[config.mk]
export PLATFORM = sky130hd
export DESIGN_NAME = tmds_decoder
export DESIGN_NICKNAME = d
export VERILOG_FILES = /design/src/rtl/tmds_pkg.sv /design/src/rtl/tmds_symbol_decode.sv /design/src/rtl/tmds_decoder.sv
export SDC_FILE = /design/constraint.sdc
export NUM_CORES = 1
export LEC_CHECK = 0
export ABC_AREA = 1
export BUFFER_PORTS_ARGS = -buffer_cell sky130_fd_sc_hd__buf_2
export CAP_MARGIN = 15
export CORE_AREA = 2 2 85 87
export DETAILED_ROUTE_END_ITERATION = 16
export DIE_AREA = 0 0 87 89
export PLACE_DENSITY = 0.73
export SLEW_MARGIN = 25
export SYNTH_ARGS = -nofsm -noshare
export SYNTH_HDL_FRONTEND = slang
export SYNTH_SLANG_ARGS = --single-unit
[constraint.sdc]
create_clock -name clk_in -period 8.2 [get_ports clk_in]
set_input_delay 1.64 -clock clk_in [delete_from_list [all_inputs] [get_ports clk_in]]
set_output_delay 1.64 -clock clk_in [all_outputs]
set_load 0.01 [all_outputs]
[src/rtl/tmds_pkg.sv]
`default_nettype none
// ============================================================================
//  Module      : tmds_pkg
//  Description : Shared definitions for the TMDS receive path: DVI control
//                token codes, receiver state type and token helper functions.
//  Revision    : 1.0 - initial release
// ============================================================================
package tmds_pkg;

    localparam int unsigned c_NUM_OFFSETS = 10;

    // Control tokens, written q[9:0]; bit 0 is the earliest serial bit.
    localparam logic [9:0] c_TOKEN_CTRL0 = 10'b1101010100;
    localparam logic [9:0] c_TOKEN_CTRL1 = 10'b0010101011;
    localparam logic [9:0] c_TOKEN_CTRL2 = 10'b0101010100;
    localparam logic [9:0] c_TOKEN_CTRL3 = 10'b1010101011;

    typedef enum logic [0:0] {
        HUNT   = 1'b0,
        LOCKED = 1'b1
    } tmds_rx_state_t;

    // True when the aligned symbol is one of the four control tokens.
    function automatic logic tmds_is_token(input logic [9:0] sym);
        return (sym == c_TOKEN_CTRL0) || (sym == c_TOKEN_CTRL1) ||
               (sym == c_TOKEN_CTRL2) || (sym == c_TOKEN_CTRL3);
    endfunction

    // Control value {c1,c0} carried by a token; 0 for anything else.
    function automatic logic [1:0] tmds_token_ctrl(input logic [9:0] sym);
        logic [1:0] ctrl;
        case (sym)
            c_TOKEN_CTRL0: ctrl = 2'b00;
            c_TOKEN_CTRL1: ctrl = 2'b01;
            c_TOKEN_CTRL2: ctrl = 2'b10;
            c_TOKEN_CTRL3: ctrl = 2'b11;
            default:       ctrl = 2'b00;
        endcase
        return ctrl;
    endfunction

endpackage
`default_nettype wire

[src/rtl/tmds_symbol_decode.sv]
`default_nettype none
// ============================================================================
//  Module      : tmds_symbol_decode
//  Description : Combinational decode of one aligned 10-bit TMDS symbol into
//                either a control value or an 8-bit data byte.
//  Revision    : 1.0 - initial release
// ============================================================================
module tmds_symbol_decode
    import tmds_pkg::*;
(
    input  logic [9:0] sym,
    output logic       is_ctrl,
    output logic [1:0] ctrl,
    output logic [7:0] data
);

    logic [7:0] w_b;

    assign is_ctrl = tmds_is_token(sym);
    assign ctrl    = tmds_token_ctrl(sym);

    // q[9] flags that the encoder inverted the payload bits.
    assign w_b = sym[9] ? ~sym[7:0] : sym[7:0];

    // Undo the XOR/XNOR transition chain selected by q[8].
    always_comb begin
        data    = '0;
        data[0] = w_b[0];
        for (int i = 1; i < 8; i++) begin
            data[i] = sym[8] ? (w_b[i] ^ w_b[i-1]) : ~(w_b[i] ^ w_b[i-1]);
        end
    end

endmodule
`default_nettype wire

[src/rtl/tmds_decoder.sv]
`default_nettype none
// ============================================================================
//  Module      : tmds_decoder
//  Description : TMDS receiver: hunts for the word-boundary offset using DVI
//                control tokens, then decodes aligned symbols to pixel data
//                or control values with a video-enable flag.
//  Revision    : 1.0 - initial release
// ============================================================================
module tmds_decoder
    import tmds_pkg::*;
#(
    parameter int LOCK_COUNT = 8,
    parameter int TIMEOUT    = 4096
) (
    input  logic       clk_in,
    input  logic       rst_in,
    input  logic [9:0] tmds_in,
    input  logic       tmds_valid_in,
    output logic [7:0] data_out,
    output logic [1:0] control_out,
    output logic       ve_out,
    output logic       dec_valid_out,
    output logic       locked_out,
    output logic [3:0] offset_out
);

    localparam int c_RUN_W  = (LOCK_COUNT > 1) ? $clog2(LOCK_COUNT) : 1;
    localparam int c_IDLE_W = (TIMEOUT > 1)    ? $clog2(TIMEOUT)    : 1;

    tmds_rx_state_t        r_state, w_state_nxt;
    logic [9:0]            r_prev;
    logic [c_RUN_W-1:0]    r_run_cnt, w_run_nxt;
    logic [c_IDLE_W-1:0]   r_idle_cnt, w_idle_nxt;
    logic [3:0]            r_offset, w_offset_nxt;
    logic [7:0]            r_data, w_data_nxt;
    logic [1:0]            r_control, w_control_nxt;
    logic                  r_ve, w_ve_nxt;
    logic                  r_dec_valid, w_dec_valid_nxt;

    // Bit 19 of the full window is never part of any candidate.
    logic [18:0]           w_window;
    logic [9:0]            w_cand [c_NUM_OFFSETS];
    logic [c_NUM_OFFSETS-1:0] w_hit;
    logic                  w_any_hit;
    logic [3:0]            w_low_off, w_hunt_off, w_dec_off;
    logic [31:0]           w_run_ext;
    logic                  w_emit;
    logic [9:0]            w_sym;
    logic                  w_dec_is_ctrl;
    logic [1:0]            w_dec_ctrl;
    logic [7:0]            w_dec_data;

    assign w_window = {tmds_in[8:0], r_prev};

    for (genvar k = 0; k < c_NUM_OFFSETS; k++) begin : g_offset
        assign w_cand[k] = w_window[k +: 10];
        assign w_hit[k]  = tmds_is_token(w_cand[k]);
    end

    // Lowest offset holding a token this cycle.
    always_comb begin
        w_low_off = '0;
        for (int k = c_NUM_OFFSETS - 1; k >= 0; k--) begin
            if (w_hit[k]) w_low_off = 4'(k);
        end
    end

    assign w_any_hit  = |w_hit;
    // The current candidate keeps priority over any other matching offset.
    assign w_hunt_off = w_hit[r_offset] ? r_offset :
                        (w_any_hit ? w_low_off : r_offset);
    // The lock-completing word is decoded at the offset it locks to.
    assign w_dec_off  = (r_state == LOCKED) ? r_offset : w_hunt_off;
    assign w_sym      = w_cand[w_dec_off];

    tmds_symbol_decode u_symbol_decode (
        .sym     (w_sym),
        .is_ctrl (w_dec_is_ctrl),
        .ctrl    (w_dec_ctrl),
        .data    (w_dec_data)
    );

    // State, counters, window history and registered outputs.
    always_ff @(posedge clk_in) begin
        if (rst_in) begin
            r_state     <= HUNT;
            r_prev      <= '0;
            r_run_cnt   <= '0;
            r_idle_cnt  <= '0;
            r_offset    <= '0;
            r_data      <= '0;
            r_control   <= '0;
            r_ve        <= 1'b0;
            r_dec_valid <= 1'b0;
        end else begin
            if (tmds_valid_in) r_prev <= tmds_in;
            r_state     <= w_state_nxt;
            r_run_cnt   <= w_run_nxt;
            r_idle_cnt  <= w_idle_nxt;
            r_offset    <= w_offset_nxt;
            r_data      <= w_data_nxt;
            r_control   <= w_control_nxt;
            r_ve        <= w_ve_nxt;
            r_dec_valid <= w_dec_valid_nxt;
        end
    end

    // Next state: token-run counting in HUNT, idle timeout in LOCKED.
    always_comb begin
        w_state_nxt  = r_state;
        w_run_nxt    = r_run_cnt;
        w_idle_nxt   = r_idle_cnt;
        w_offset_nxt = r_offset;
        w_run_ext    = '0;
        w_emit       = 1'b0;
        if (tmds_valid_in) begin
            case (r_state)
                HUNT: begin
                    w_offset_nxt = w_hunt_off;
                    if (w_hit[r_offset])  w_run_ext = 32'(r_run_cnt) + 32'd1;
                    else if (w_any_hit)   w_run_ext = 32'd1;
                    else                  w_run_ext = 32'd0;
                    if (w_run_ext == 32'(LOCK_COUNT)) begin
                        w_state_nxt = LOCKED;
                        w_run_nxt   = '0;
                        w_idle_nxt  = '0;
                        w_emit      = 1'b1;
                    end else begin
                        w_run_nxt   = w_run_ext[c_RUN_W-1:0];
                    end
                end
                LOCKED: begin
                    if (w_dec_is_ctrl) begin
                        w_idle_nxt = '0;
                        w_emit     = 1'b1;
                    end else if (32'(r_idle_cnt) + 32'd1 == 32'(TIMEOUT)) begin
                        w_state_nxt = HUNT;
                        w_run_nxt   = '0;
                        w_idle_nxt  = '0;
                    end else begin
                        w_idle_nxt = r_idle_cnt + c_IDLE_W'(1);
                        w_emit     = 1'b1;
                    end
                end
                default: w_state_nxt = HUNT;
            endcase
        end
    end

    // Output update: control words leave data untouched and vice versa.
    always_comb begin
        w_data_nxt      = r_data;
        w_control_nxt   = r_control;
        w_ve_nxt        = r_ve;
        w_dec_valid_nxt = w_emit;
        if (w_emit) begin
            if (w_dec_is_ctrl) begin
                w_control_nxt = w_dec_ctrl;
                w_ve_nxt      = 1'b0;
            end else begin
                w_data_nxt    = w_dec_data;
                w_ve_nxt      = 1'b1;
            end
        end
    end

    assign data_out      = r_data;
    assign control_out   = r_control;
    assign ve_out        = r_ve;
    assign dec_valid_out = r_dec_valid;
    assign locked_out    = (r_state == LOCKED);
    assign offset_out    = r_offset;

endmodule
`default_nettype wire

# ---- Word level (Yosys, flattened, before mapping)
# Cells that the tools add are included.
dict set report totals {
  register_bits 42
  output_inout_bits 17
  wordCells 164
}
dict set report classes {
  add_sub_neg 3
  order_cmp 2
  n_eq_ne 49
  muxes 45
  bitwise_logic 18
  reduce_logical 38
}
# operator n
set op_table {}
lappend op_table {{== test 10 bit (second input constant)} 22}
lappend op_table {{== test 10 x 8 -> 1 bit (second input constant)} 11}
lappend op_table {{== test 10 x 9 -> 1 bit (second input constant)} 11}
lappend op_table {{two-way mux 32 bit} 2}
lappend op_table {{two-way mux 4 bit} 14}
lappend op_table {{binary-select mux 10 bit (select 4 bit)} 1}
lappend op_table {{two-way mux 12 bit} 3}
lappend op_table {{logical OR 1 bit} 33}
lappend op_table {{== test 32 x 4 -> 1 bit (second input constant)} 1}
lappend op_table {{one-hot mux 12 bit (2 select lines)} 1}
lappend op_table {{two-way mux 10 bit} 2}
lappend op_table {{two-way mux 1 bit} 14}
lappend op_table {{adder 12 x 1 -> 13 bit (second input constant)} 1}
lappend op_table {{== test 13 bit (second input constant)} 1}
lappend op_table {{adder 12 x 1 -> 12 bit (second input constant)} 1}
lappend op_table {{OR reduction 10 bit} 1}
lappend op_table {{two-way mux 3 bit} 3}
lappend op_table {{NOT 1 bit} 9}
lappend op_table {{two-way mux 8 bit} 1}
lappend op_table {{NOT 8 bit} 1}
lappend op_table {{bitwise XOR 1 bit} 7}
lappend op_table {{one-hot mux 2 bit (3 select lines)} 1}
lappend op_table {{one-hot mux 3 bit (2 select lines)} 1}
lappend op_table {{AND reduction 2 bit} 3}
lappend op_table {{9 further kinds} 10}

# ---- Longest topological paths before layout
# Gate-level depths: netlist of run 1.
dict set report depth {
  word_depth 29
  mapped_depth 33
  mapped_depth_nobuf 32
}

# ---- By module
# From an unflattened synthesis of run 1, not the netlist that was laid out.
dict set report hier_totals {
  hier_cells 638
  hier_area_um2 3664.8
}
# module n_inst cells_per_inst area_each_um2 seq_area_each_um2
set modules_own_cells {}
lappend modules_own_cells {tmds_decoder 1 572 3359.5 840.8}
lappend modules_own_cells {tmds_symbol_decode 1 66 305.3 0.0}

# ---- Worst setup path after synthesis of run 1
# Ideal clock, no wire load.
dict set report synth_path {
  kind {input -> register}
  startpoint {input port tmds_in[0]}
  endpoint {register r_data[0], in the netlist data_out[0]}
  setup_time_ps 114
  arrival_time_ps 4420
  required_ps 8086
  slack_ps 3666
  path_stages 29
  path_cell_list {inv_2 -> nand2_1 -> nor2_1 -> nand3_1 -> nand2_2 -> nor2_4 -> nand2_2 -> nor2_4 -> a21oi_4 -> nand3_2 -> nand2_2 -> nand2_2 -> buf_6 -> buf_4 -> o21ai_1 -> nand2_1 -> o211ai_1 -> nand2_1 -> o21a_1 -> ha_1 -> nand3_1 -> inv_1 -> nand3_2 -> inv_1 -> nand2_2 -> o2111ai_4 -> buf_6 -> o21bai_1 -> nor2_1}
}
dict set report synth_between {
  elab_chain_len 29
  elab_cells_between_ends 103
}
# item line_no
set synth_lines {}
lappend synth_lines {{from (decl)} tmds_decoder.sv:17} ;# input logic [9:0] tmds_in,
lappend synth_lines {{== test 10 bit / == test 10 x 8 -> 1 bit (equally long branches)} tmds_pkg.sv:25} ;# return (sym == c_TOKEN_CTRL0) || (sym == c_TOKEN_CTRL1) ||
lappend synth_lines {{logical OR 1 bit (2 in series)} tmds_pkg.sv:25}
lappend synth_lines {{logical OR 1 bit} tmds_pkg.sv:26} ;# (sym == c_TOKEN_CTRL2) || (sym == c_TOKEN_CTRL3);
lappend synth_lines {{two-way mux 4 bit (10 in series)} tmds_decoder.sv:64} ;# if (w_hit[k]) w_low_off = 4'(k);
lappend synth_lines {{two-way mux 4 bit} tmds_decoder.sv:71} ;# (w_any_hit ? w_low_off : r_offset);
lappend synth_lines {{two-way mux 4 bit} tmds_decoder.sv:70} ;# assign w_hunt_off = w_hit[r_offset] ? r_offset :
lappend synth_lines {{two-way mux 4 bit} -}
lappend synth_lines {{NOT 4 -> 5 bit (implied by the code)} tmds_decoder.sv:74} ;# assign w_sym = w_cand[w_dec_off];
lappend synth_lines {{binary-select mux 10 bit (select 4 bit)} tmds_decoder.sv:74}
lappend synth_lines {{two-way mux 10 bit (implied by the code) (2 in series)} tmds_decoder.sv:74}
lappend synth_lines {{== test 10 bit / == test 10 x 8 -> 1 bit (equally long branches)} tmds_pkg.sv:25}
lappend synth_lines {{logical OR 1 bit (2 in series)} tmds_pkg.sv:25}
lappend synth_lines {{logical OR 1 bit} tmds_pkg.sv:26}
lappend synth_lines {{two-way mux 1 bit} tmds_decoder.sv:133} ;# if (w_dec_is_ctrl) begin
lappend synth_lines {{one-hot mux 1 bit (2 select lines)} tmds_decoder.sv:117} ;# case (r_state)
lappend synth_lines {{two-way mux 1 bit} tmds_decoder.sv:116} ;# if (tmds_valid_in) begin
lappend synth_lines {{AND reduction 2 bit (no line)} -}
lappend synth_lines {{to (signal assigned)} tmds_decoder.sv:101} ;# r_data <= w_data_nxt;
lappend synth_lines {{to (decl)} tmds_decoder.sv:35} ;# logic [7:0] r_data, w_data_nxt;
# Parallel ways exist; a longest one is shown, timed or not. The select of a mux whose other input is x is not followed.
# A chain may end at the register's enable or synchronous reset.

# ---- Worst setup path after layout of run 1
dict set report layout_path {
  startpoint {input port tmds_in[2]}
  endpoint {register r_idle_cnt[5]}
}
dict set report layout_between {
  elab_chain_len 27
  elab_cells_between_ends 85
}
# item line_no
set layout_lines {}
lappend layout_lines {{== test 10 bit / == test 10 x 8 -> 1 bit (equally long branches)} tmds_pkg.sv:25}
lappend layout_lines {{logical OR 1 bit (2 in series)} tmds_pkg.sv:25}
lappend layout_lines {{logical OR 1 bit} tmds_pkg.sv:26}
lappend layout_lines {{two-way mux 4 bit (10 in series)} tmds_decoder.sv:64}
lappend layout_lines {{two-way mux 4 bit} tmds_decoder.sv:71}
lappend layout_lines {{two-way mux 4 bit} tmds_decoder.sv:70}
lappend layout_lines {{two-way mux 4 bit} -}
lappend layout_lines {{NOT 4 -> 5 bit (implied by the code)} tmds_decoder.sv:74}
lappend layout_lines {{binary-select mux 10 bit (select 4 bit)} tmds_decoder.sv:74}
lappend layout_lines {{two-way mux 10 bit (implied by the code) (2 in series)} tmds_decoder.sv:74}
lappend layout_lines {{== test 10 bit / == test 10 x 8 -> 1 bit (equally long branches)} tmds_pkg.sv:25}
lappend layout_lines {{logical OR 1 bit (2 in series)} tmds_pkg.sv:25}
lappend layout_lines {{logical OR 1 bit} tmds_pkg.sv:26}
lappend layout_lines {{two-way mux 12 bit} tmds_decoder.sv:133}
lappend layout_lines {{one-hot mux 12 bit (2 select lines)} tmds_decoder.sv:117}
lappend layout_lines {{to (signal assigned)} tmds_decoder.sv:99} ;# r_idle_cnt <= w_idle_nxt;
lappend layout_lines {{to (decl)} tmds_decoder.sv:33} ;# logic [c_IDLE_W-1:0] r_idle_cnt, w_idle_nxt;
# Parallel ways exist; a longest one is shown, timed or not. The select of a mux whose other input is x is not followed.

==> impl_metrics.py, run 1 <==
metrics = {
    "cts": {
        "htree_levels": 2,
        "cts_made_buffers": 5,
        "clk_path_buf_depth": 2,
        "path_clk_slew_ns": 0.08,
        "cts_hold_buf": 0,
        "cts_resized": 0,
        "cts_tree": "built",
        "clkLatencyLatePin_ns": 0.30,
        "cts_root_buf": "clkbuf_8",
        "cts_sinks": 42,
        "post_cts_buffers": 0,
    },
    "grt": {
        "grt_max_degree": 24,
        "grt_pass1_wl_um": 16970,
        "grt.total_usage_pct": 27.21,
        "overflow": 0,
        "antenna_found_initial": 0,
        "gr-usage-met2_pct": 43.10,
        "grt_use_met1_pct": 36.81,
        "grt_pass1_vias": 3689,
        "busiest_layer": "met2",
        "use_met3_pct": 6.925,
    },
    "run_status": {
        "status": "finished, final reports clean",
    },
    "synthesis": {
        "synth-seq-cells": 42,
        "yosysTopAreaCellShare_pct": 22.96,
        "synth_warnings": 0,
        "synth.avg_cell_area_um2": 5.965,
        "synth_most_common_cell": "nand2_1",
        "synth-seq-area-share_pct": 22.96,
        "yosysTopAreaCell": "dfxtp_1",
        "synth_nets": 636,
        "netlist_top_cells_area": "dfxtp_1 23%, nand2_1 18%, nand3_1 11%",
        "synth_ff_type": "dfxtp_1",
        "synth_cell_type_count": 40,
        "syn_inst": 614,
        "synth_edf_count": 0,
        "syn_area_um2": 3662,
        "synthArstFlopShare_pct": 0,
        "yosys-top-cells-count": "175 x nand2_1, 83 x nand3_1, 65 x inv_1",
    },
    "pwr": {
        "leakage_nw": 1.858,
        "p_sw_uw": 153.8,
        "switching_share_pct": 31.68,
        "power.share.combinational_pct": 21.0,
        "powerDensity_nw_per_um2": 124.6,
        "pwr-share-seq_pct": 44.1,
        "p_int_uw": 331.6,
        "ir_worst_vdd_mv": 0.07080,
        "pwr-share-clk_pct": 34.9,
        "power_uw": 485.4,
    },
    "place": {
        "postPlaceCellArea_um2": 3784,
        "dp_hpwl_um": 7756,
        "gp_congestion": 0.9779,
        "port_buffers": 29,
    },
    "timing": {
        "skew_ns": 0.005136,
        "final_hold_viol_count": 0,
        "worst_slew_pin_slew_ns": 0.5924,
        "setup_violations": 0,
        "setup_tns_ns": 0,
        "max_freq_mhz": 195.5,
        "relSlewSlack_pct": 60.24,
        "period_minus_slack_ns": 5.115,
        "finalMaxSlewViolations": 0,
        "fin_crit_sh_pct": 62.38,
        "rsz0062_at_grt": "false",
        "holdWs_ns": 0.4735,
    },
    "finish": {
        "n_fill_cell": 693,
        "fin_nets": 652,
        "postLayoutCoreUtil_pct": 57.99,
        "drive_gt1_share_pct": 13.15,
        "diodes": 0,
        "syn_to_final_growth_pct": 6.389,
        "postLayoutCellArea_um2": 3896,
    },
    "routing": {
        "antenna_left": 0,
        "drc_errors": 0,
        "drt_iter0_markers": 368,
        "detail_route.wl_per_cell_um": 14.41,
        "totalWireLength_um": 10250,
        "drt-pass1-iter-count": 5,
        "vias": 4042,
        "vias_per_cell": 5.685,
    },
    "critical_path": {
        "crit_top_cell": "nand2_1",
        "cp_top_family": "simple AND/OR/NAND/NOR gates",
        "path_buf_inv": 3,
        "worstSetupEndpointType": "flop",
        "worstPathRequired_ns": 8.44,
        "cp.arrival_ns": 5.35,
        "critPathSlowestCell": "nand2_2",
        "cp_max_fo": 22,
        "critPathMaxStageDelay_ns": 0.35,
        "critPathKind": "in2reg",
        "start_kind": "input port",
    },
    "floorplan": {
        "die_h_um": 89,
        "core_area_um2": 6719,
        "io_pins": 30,
        "rows": 30,
        "dieArea_um2": 7743,
        "initial_utilization_pct": 54.51,
        "die_w_um": 87,
    },
    "job": {
        "drv_cap": 0,
    },
    "min_path": {
        "hold_class": "reg2reg",
    },
}
path summary, 6_finish.rpt:
check	slack (ns)	from	cells after the start	endpoint
setup / recovery	3.08	tmds_in[2]	26	r_idle_cnt[5]
hold reg to reg	0.47	control_out[0]	2	control_out[0]
setup reg to reg	3.99	r_prev[8]	26	r_idle_cnt[5]
hold / removal	0.47	control_out[0]	2	control_out[0]
per-stage QoR:
stage / setup slack [ns] / cells
3_3_place_gp: 2.904 / 703
2_1_floorplan: 3.666 / 614
3_5_place_dp: 2.852 / 703
5_1_grt: 2.740 / 711
6_report: 3.085 / 711
4_1_cts: 3.157 / 711
layer usage:
layer / wire length (µm) / vias to the layer above
met3: 889 / 13
met4: 105 / 0
met5: 0 / -
met1: 4702 / 1823
li1: - / 2029
met2: 4552 / 177
sequential cells by signal (all words and copies together) (netlist names):
name           count
control_out        2
data_out           8
dec_valid_out      1
locked_out         1
offset_out         4
r_idle_cnt        12
r_prev            10
r_run_cnt          3
ve_out             1
worst reg2reg max path, stage by stage, from the launching register on:
cell     delay (ns)
dfxtp_1        0.56
inv_2          0.15
nand2_1        0.13
nor2_1         0.06
nand3_1        0.08
nand2_1        0.12
nor2_2         0.17
nand2_2        0.09
nor2_4         0.15
nand2_1        0.08
o21ai_1        0.13
nand2_1        0.07
nand2_2        0.28
inv_2          0.20
nand2_1        0.10
o21ai_0        0.14
or2_2          0.31
nand2_1        0.06
nand2_1        0.09
ha_1           0.19
nand4_1        0.11
inv_1          0.08
nand2_4        0.09
o21ai_2        0.08
nor2_2         0.34
o21ai_0        0.15
a21oi_1        0.13
final cells by class:
| cell class | instances | area [µm²] | share of cell area (%) |
|---|---|---|---|
| Inverter | 78 | 292.8 | 7.514 |
| Clock inverter | 3 | 43.79 | 1.124 |
| Tap cell | 80 | 100.1 | 2.569 |
| Clock buffer | 5 | 68.82 | 1.766 |
| Timing Repair Buffer | 30 | 152.6 | 3.918 |
| Sequential cell | 42 | 840.8 | 21.58 |
| Multi-Input combinational cell | 473 | 2397 | 61.53 |
power groups by stage:
stage	logic, mW	clock network (mW)	registers, mW
CTS	0.100	0.174	0.214
global route	0.114	0.181	0.214
detailed placement	0.0988	0	0.218
floorplan	0.0784	0	0.215
finish	0.102	0.169	0.214
global placement	0.0985	0	0.219
logic make-up after synthesis:
kind of cell	share of synthesized area [%]
flops	22.96
fa+ha+maj	3.075
compound gates	12.40
simple gates	47.11
buf+inv	11.58
xor+xnor	2.870
cell usage in the layout (no fill, tap or decap), types with 11 or more instances in the layout:
master     n
nand2_1  175
nand3_1   83
inv_1     65
nor2_1    59
dfxtp_1   42
buf_2     29
a21oi_1   23
o21ai_0   14
nor3_1    14
nand2_2   12
o22ai_1   12
inv_2     12
nand4_1   11
xor2_1    11
(Power assumes the default switching activity.)
==> run 2, diff against run 1 <==
Settings changed: ABC_AREA 1 to 0, PLACE_DENSITY 0.73 to 0.76.
Clock period 8.2 ns to 4.4 ns, I/O delays scaled along.
==> run 2 against run 1 <==
- the run now ends with negative setup slack left
- synthesized cell count is 22% lower
- routed wire length is 41% higher
- clock skew is 0.0066 ns higher
- register-to-register slack lost 4.2 ns
- power rose to 2.6 times the previous value
- combinational power grew to 5.7 times the previous value
- critical path type unchanged
- critical endpoint is now data_out[5]
- highest routed layer unchanged
==> impl_metrics.py, run 2 <==
metrics = {
    "run_status": {
        "status": "complete, but fails checks",
        "violations": "negative setup slack",
    },
    "timing": {
        "finalWorstSetupSlack_ns": -0.3276,
        "period_minus_slack_ns": 4.728,
        "finalMaxSlewViolations": 0,
        "holdWs_ns": 0.4797,
        "rsz0062_at_grt": "true",
        "final_hold_viol_count": 0,
        "relSlewSlack_pct": 44.40,
        "fin_crit_sh_pct": 107.4,
        "skew_ns": 0.01178,
        "max_freq_mhz": 211.5,
        "worst_slew_pin_slew_ns": 0.8309,
        "setup_tns_ns": -7.494,
        "setup_violations": 28,
    },
    "synthesis": {
        "syn_inst": 476,
        "synth_edf_count": 0,
        "synth_ff_type": "dfxtp_1",
        "synthArstFlopShare_pct": 0,
        "synth-seq-cells": 42,
        "synth_warnings": 0,
        "synth_cell_type_count": 82,
        "synth.avg_cell_area_um2": 7.739,
        "synth-seq-area-share_pct": 22.83,
        "syn_area_um2": 3684,
        "netlist_top_cells_area": "dfxtp_1 23%, mux2i_1 8.2%, nor2_1 4.7%",
        "yosysTopAreaCell": "dfxtp_1",
        "synth_nets": 498,
        "synth_most_common_cell": "nor2_1",
        "yosys-top-cells-count": "46 x nor2_1, 42 x dfxtp_1, 37 x nand2_1",
        "yosysTopAreaCellShare_pct": 22.83,
    },
    "pwr": {
        "switching_share_pct": 38.29,
        "pwr-share-seq_pct": 31.9,
        "p_int_uw": 776.7,
        "leakage_nw": 2.263,
        "pwr-share-clk_pct": 22.1,
        "ir_worst_vdd_mv": 0.1693,
        "powerDensity_nw_per_um2": 229.4,
        "p_sw_uw": 482.0,
        "power.share.combinational_pct": 46.0,
        "power_mw": 1.259,
    },
    "min_path": {
        "hold_class": "reg2reg",
        "holdPathStages": 2,
        "hold_start": "data_out[7]",
    },
    "place": {
        "placed_cells": 655,
        "postPlaceCellArea_um2": 4761,
        "pre_cts_ws_ns": -0.7169,
        "port_buffers": 29,
        "dp_hpwl_um": 9098,
        "gp_congestion": 0.9371,
    },
    "grt": {
        "grt_max_degree": 34,
        "grt.total_usage_pct": 35.33,
        "antenna_found_initial": 0,
        "grt_pass1_wl_um": 21840,
        "overflow": 0,
        "grt_pass1_vias": 4420,
    },
    "routing": {
        "drt_iter0_markers": 614,
        "drt-pass1-iter-count": 6,
        "vias_per_cell": 6.824,
        "totalWireLength_um": 14430,
        "drc_errors": 0,
        "detail_route.wl_per_cell_um": 20.95,
        "vias": 4702,
        "antenna_left": 0,
    },
    "finish": {
        "drive_gt1_share_pct": 44.17,
        "postLayoutCellArea_um2": 5487,
        "fin_nets": 630,
        "finalNonFillerCells": 689,
        "final_cell_mix": "111 x buf_4, 42 x nor2_1, 42 x dfxtp_1",
        "syn_to_final_growth_pct": 48.95,
        "postLayoutCoreUtil_pct": 81.66,
        "final_common_cell": "buf_4",
        "regMostFlops": "r_idle_cnt",
        "diodes": 0,
        "largest_reg_flops": 12,
    },
    "floorplan": {
        "dieArea_um2": 7743,
        "core_area_um2": 6719,
        "io_pins": 30,
        "rows": 30,
        "die_h_um": 89,
        "initial_utilization_pct": 54.82,
        "die_w_um": 87,
    },
    "critical_path": {
        "start_kind": "input port",
        "r2r_cells": 21,
        "worstSetupEndpointType": "flop",
        "critPathKind": "in2reg",
        "cp.arrival_ns": 4.95,
        "startpoint": "tmds_in[1]",
        "worstReg2RegStart": "r_prev[9]",
        "worstPathRequired_ns": 4.62,
        "cp_max_fo": 10,
        "reg2reg_slack_ns": -0.18,
    },
    "cts": {
        "cts_tree": "built",
        "cts_root_buf": "clkbuf_8",
        "cts_hold_buf": 0,
        "path_clk_slew_ns": 0.09,
        "clkLatencyLatePin_ns": 0.32,
        "clk_path_buf_depth": 2,
        "cts_made_buffers": 5,
        "cts_sinks": 42,
        "htree_levels": 2,
    },
    "job": {
        "drv_cap": 0,
    },
}
==> run 2: area by class of cell <==
class | count | area, µm²
multi-input cells | 383 | 3134
repair buffers | 159 | 1254
fillers | 416 | 1232
flip-flops and latches | 42 | 840.8
well taps | 80 | 100.1
clock buffers | 5 | 68.82
inverters | 17 | 63.81
clock inverters | 3 | 25.02
==> run 2: logic make-up after synthesis <==
group / synth area share, %
fa+ha+maj: 3.057
compound gates: 26.29
mux: 8.458
simple gates: 29.76
flops: 22.83
buf+inv: 6.284
xor+xnor: 3.329
==> run 2: power groups by stage <==
stage                     registers (mW)  clock network (mW)  logic (mW)
after floorplan                    0.403                   0       0.292
after global placement             0.408                   0       0.453
after detailed placement           0.408                   0       0.464
after CTS                          0.400               0.276       0.519
after global routing               0.402               0.289       0.610
final                              0.401               0.279       0.579
==> run 2: routing by layer <==
layer	up-vias	track usage [%]	wire (µm)
met5	-	0	0
met4	0	13.64	762
met3	99	6.464	1357
met2	329	58.78	6662
met1	2234	45.52	5649
li1	2040	-	-
==> run 2: path summary, 6_finish.rpt <==
kind,to
worst max-delay path,data_out[5]
worst min register to register,data_out[7]
worst min-delay path,data_out[7]
worst max register to register,data_out[5]
==> run 2: repair_timing <==
item	CTS	global route
gates resized for setup	59	49
cloned	0	1
pin swaps	29	40
endpoints found under the setup margin	28	28
setup buffers	18	9
==> run 2: critical path, stage by stage <==
cell and delay [ns]:
buf_4 0.12, and3b_2 0.30, buf_4 0.13, and3_1 0.22
a22oi_2 0.10, a21o_1 0.18, buf_4 0.14, buf_4 0.13
a31o_2 0.24, nand2b_1 0.08, o21a_1 0.29, buf_4 0.29
o21ai_0 0.17, a31oi_1 0.23, o21ai_2 0.10, buf_4 0.14
ha_2 0.19, nand3_4 0.08, a31oi_4 0.05, a31oi_4 0.37
buf_6 0.21, nand3_2 0.08, a21oi_1 0.21
==> run 3, diff against run 2 <==
--- a/config.mk
+++ b/config.mk
@@ -10,4 +10,5 @@
 export CAP_MARGIN = 15
 export CORE_AREA = 2 2 85 87
+export CTS_CLUSTER_DIAMETER = 60
 export DETAILED_ROUTE_END_ITERATION = 16
 export DIE_AREA = 0 0 87 89
==> constraint.sdc (replaced) <==
create_clock -name clk_in -period 4.4 [get_ports clk_in]
set_input_delay 0.44 -clock clk_in [delete_from_list [all_inputs] [get_ports clk_in]]
set_output_delay 0.44 -clock clk_in [all_outputs]
set_load 0.01 [all_outputs]
==> run 3 against run 2 <==
- the run still ends with negative setup slack left
- maximum frequency rose by 2.0%
- clock skew barely moved
- non-clock buffer count fell by 12
- utilization fell by 2.9 points
- register-to-register slack got worse by 0.06 ns
- critical path type is now reg2reg
- count of clock-buffer cells in the layout did not move
- first-iteration DRC count fell by 10%
- die area did not move
- flip-flop and latch count did not move
- sequential power rose by 1%
- combinational power fell by 2%
==> impl_metrics.py, run 3 (same netlist as run 2, synthesis figures left out) <==
metrics = {
    "critical_path": {
        "path_buf_inv": 8,
        "worstPathRequired_ns": 4.63,
        "critPathMaxStageDelay_ns": 0.40,
        "r2r_cells": 24,
        "cp.arrival_ns": 4.87,
        "start_kind": "flop",
        "cp_max_fo": 5,
        "cp_num_cells": 24,
        "worstSetupEndpointType": "flop",
        "crit_chain": "and4bb_2 > nand4b_4 > buf_6 > o31ai_4 > nand3b_1 > a31oi_4 > buf_6 > o31ai_4 > buf_4 > buf_4 > nand3_2 > buf_4 > nand3_1 > a31oi_1 > o21ai_2 > inv_1 > ha_2 > nand4_1 > and4b_4 > a31oi_4 > buf_6 > buf_12 > a41o_1 > o22ai_2",
        "critPathSlowestCell": "and4b_4",
        "cp_top_family": "compound AO/OA/AOI/OAI gates",
        "critPathKind": "reg2reg",
    },
    "finish": {
        "n_fill_cell": 408,
        "largest_reg_flops": 12,
        "multi_input_area_um2": 3034,
        "regMostFlops": "r_idle_cnt",
        "diodes": 0,
        "final_common_cell": "buf_4",
        "drive_gt1_share_pct": 42.11,
        "fin_nets": 617,
        "seqCellArea_um2": 848.3,
        "syn_to_final_growth_pct": 43.61,
        "final_cell_mix": "96 x buf_4, 41 x nor2_1, 38 x dfxtp_1",
    },
    "routing": {
        "vias": 4728,
        "totalWireLength_um": 14790,
        "vias_per_cell": 6.994,
        "drt_iter0_markers": 551,
        "drc_errors": 0,
        "drt-pass1-iter-count": 5,
        "antenna_left": 0,
        "detail_route.wl_per_cell_um": 21.88,
    },
    "pwr": {
        "pwr-share-seq_pct": 32.2,
        "p_sw_uw": 491.8,
        "switching_share_pct": 39.08,
        "ir_worst_vdd_mv": 0.1301,
        "power_mw": 1.258,
        "p_int_uw": 766.5,
        "pwr-share-clk_pct": 22.8,
        "powerDensity_nw_per_um2": 237.8,
        "leakage_nw": 2.157,
        "power.share.combinational_pct": 45.0,
    },
    "grt": {
        "grt.total_usage_pct": 29.12,
        "overflow": 0,
        "antenna_found_initial": 0,
        "grt_pass1_wl_um": 18050,
        "grt_pass1_vias": 3735,
        "grt_max_degree": 34,
    },
    "timing": {
        "setup_violations": 28,
        "period_minus_slack_ns": 4.636,
        "finalMaxSlewViolations": 0,
        "worst_slew_pin_slew_ns": 0.8688,
        "fin_crit_sh_pct": 105.4,
        "holdWs_ns": 0.4124,
        "max_freq_mhz": 215.7,
        "rsz0062_at_grt": "true",
        "skew_ns": 0.01184,
        "final_hold_viol_count": 0,
        "relSlewSlack_pct": 41.87,
        "finalWorstSetupSlack_ns": -0.2363,
    },
    "floorplan": {
        "die_h_um": 89,
        "io_pins": 30,
        "die_w_um": 87,
        "initial_utilization_pct": 54.82,
        "core_area_um2": 6719,
        "dieArea_um2": 7743,
        "rows": 30,
    },
    "min_path": {
        "holdPathStages": 3,
        "hold_class": "in2reg",
    },
    "place": {
        "port_buffers": 29,
        "gp_congestion": 0.9568,
        "pre_cts_ws_ns": -0.2368,
        "dp_hpwl_um": 8557,
    },
    "cts": {
        "clk_path_buf_depth": 2,
        "path_clk_slew_ns": 0.10,
        "cts_made_buffers": 5,
        "clkLatencyLatePin_ns": 0.32,
        "cts_hold_buf": 0,
        "htree_levels": 2,
        "cts_root_buf": "clkbuf_8",
        "cts_sinks": 42,
        "cts_tree": "built",
    },
    "run_status": {
        "status": "complete, but fails checks",
        "violations": "negative setup slack",
    },
    "job": {
        "drv_cap": 0,
    },
}
-- run 3: cell types whose count changed in the layout (fill, tap and decap cells not counted), sizes merged --
cell / delta
and2: -1
clkbuf: +2
buf: -14
-- run 3: area by class of cell --
type / count / area share [%]
clock inverter: 3 / 0.4730
inverter: 17 / 1.206
clock buffer: 5 / 1.301
tap: 80 / 1.892
timing repair buffer: 147 / 21.74
sequential: 42 / 16.04
multi-input combinational: 382 / 57.36
-- run 3: path summary, 6_finish.rpt --
| path | end | slack, ns | from |
|---|---|---|---|
| min reg2reg | r_idle_cnt[8] | 0.49 | r_idle_cnt[8] |
| min | r_prev[4] | 0.41 | tmds_in[4] |
| max reg2reg | r_run_cnt[1] | -0.24 | r_prev[9] |
| max | r_run_cnt[1] | -0.24 | r_prev[9] |
-- run 3: power by group through the flow --
stage | sequential (mW) | clock [mW] | combinational, mW
after floorplan | 0.403 | 0 | 0.266
after global placement | 0.411 | 0 | 0.409
after detailed placement | 0.411 | 0 | 0.421
after CTS | 0.403 | 0.279 | 0.432
after global routing | 0.406 | 0.302 | 0.590
final | 0.405 | 0.286 | 0.566
-- run 3: worst reg2reg max path, stage by stage, from the launching register on --
cell and delay, ns:
dfxtp_4 0.37, and4bb_2 0.36, nand4b_4 0.13, buf_6 0.14
o31ai_4 0.28, nand3b_1 0.21, a31oi_4 0.30, buf_6 0.16
o31ai_4 0.11, buf_4 0.16, buf_4 0.14, nand3_2 0.09
buf_4 0.11, nand3_1 0.07, a31oi_1 0.30, o21ai_2 0.14
inv_1 0.08, ha_2 0.16, nand4_1 0.13, and4b_4 0.40
a31oi_4 0.05, buf_6 0.15, buf_12 0.12, a41o_1 0.22
o22ai_2 0.17
-- run 3: routing by layer --
metal	track usage (%)	vias to the layer above	share of wire [%]
met5	0	-	0
met4	6.818	0	5.8
met3	3.970	107	9.8
met2	49.13	364	46
met1	39.54	2236	38
li1	-	2021	-
-- run 3: repair_timing --
action | in CTS | in global routing
endpoints found under the hold margin | 0 | 0
pin swaps | 3 | 47
gates resized for setup | 10 | 112
gates cloned | 0 | 3
setup buffers | 3 | 25
endpoints found under the setup margin | 24 | 28
-- run 3: metrics by stage --
stage | utilization [%] | instances | instance area (µm²) | TNS, ns
global route | 78.73 | 676 | 5290 | -7.479
CTS | 68.92 | 652 | 4631 | 0
finish | 78.73 | 676 | 5290 | -3.993
detailed placement | 66.52 | 641 | 4469 | -3.697
floorplan | - | 476 | 3685 | 0
global placement | 66.52 | 641 | 4469 | -1.154
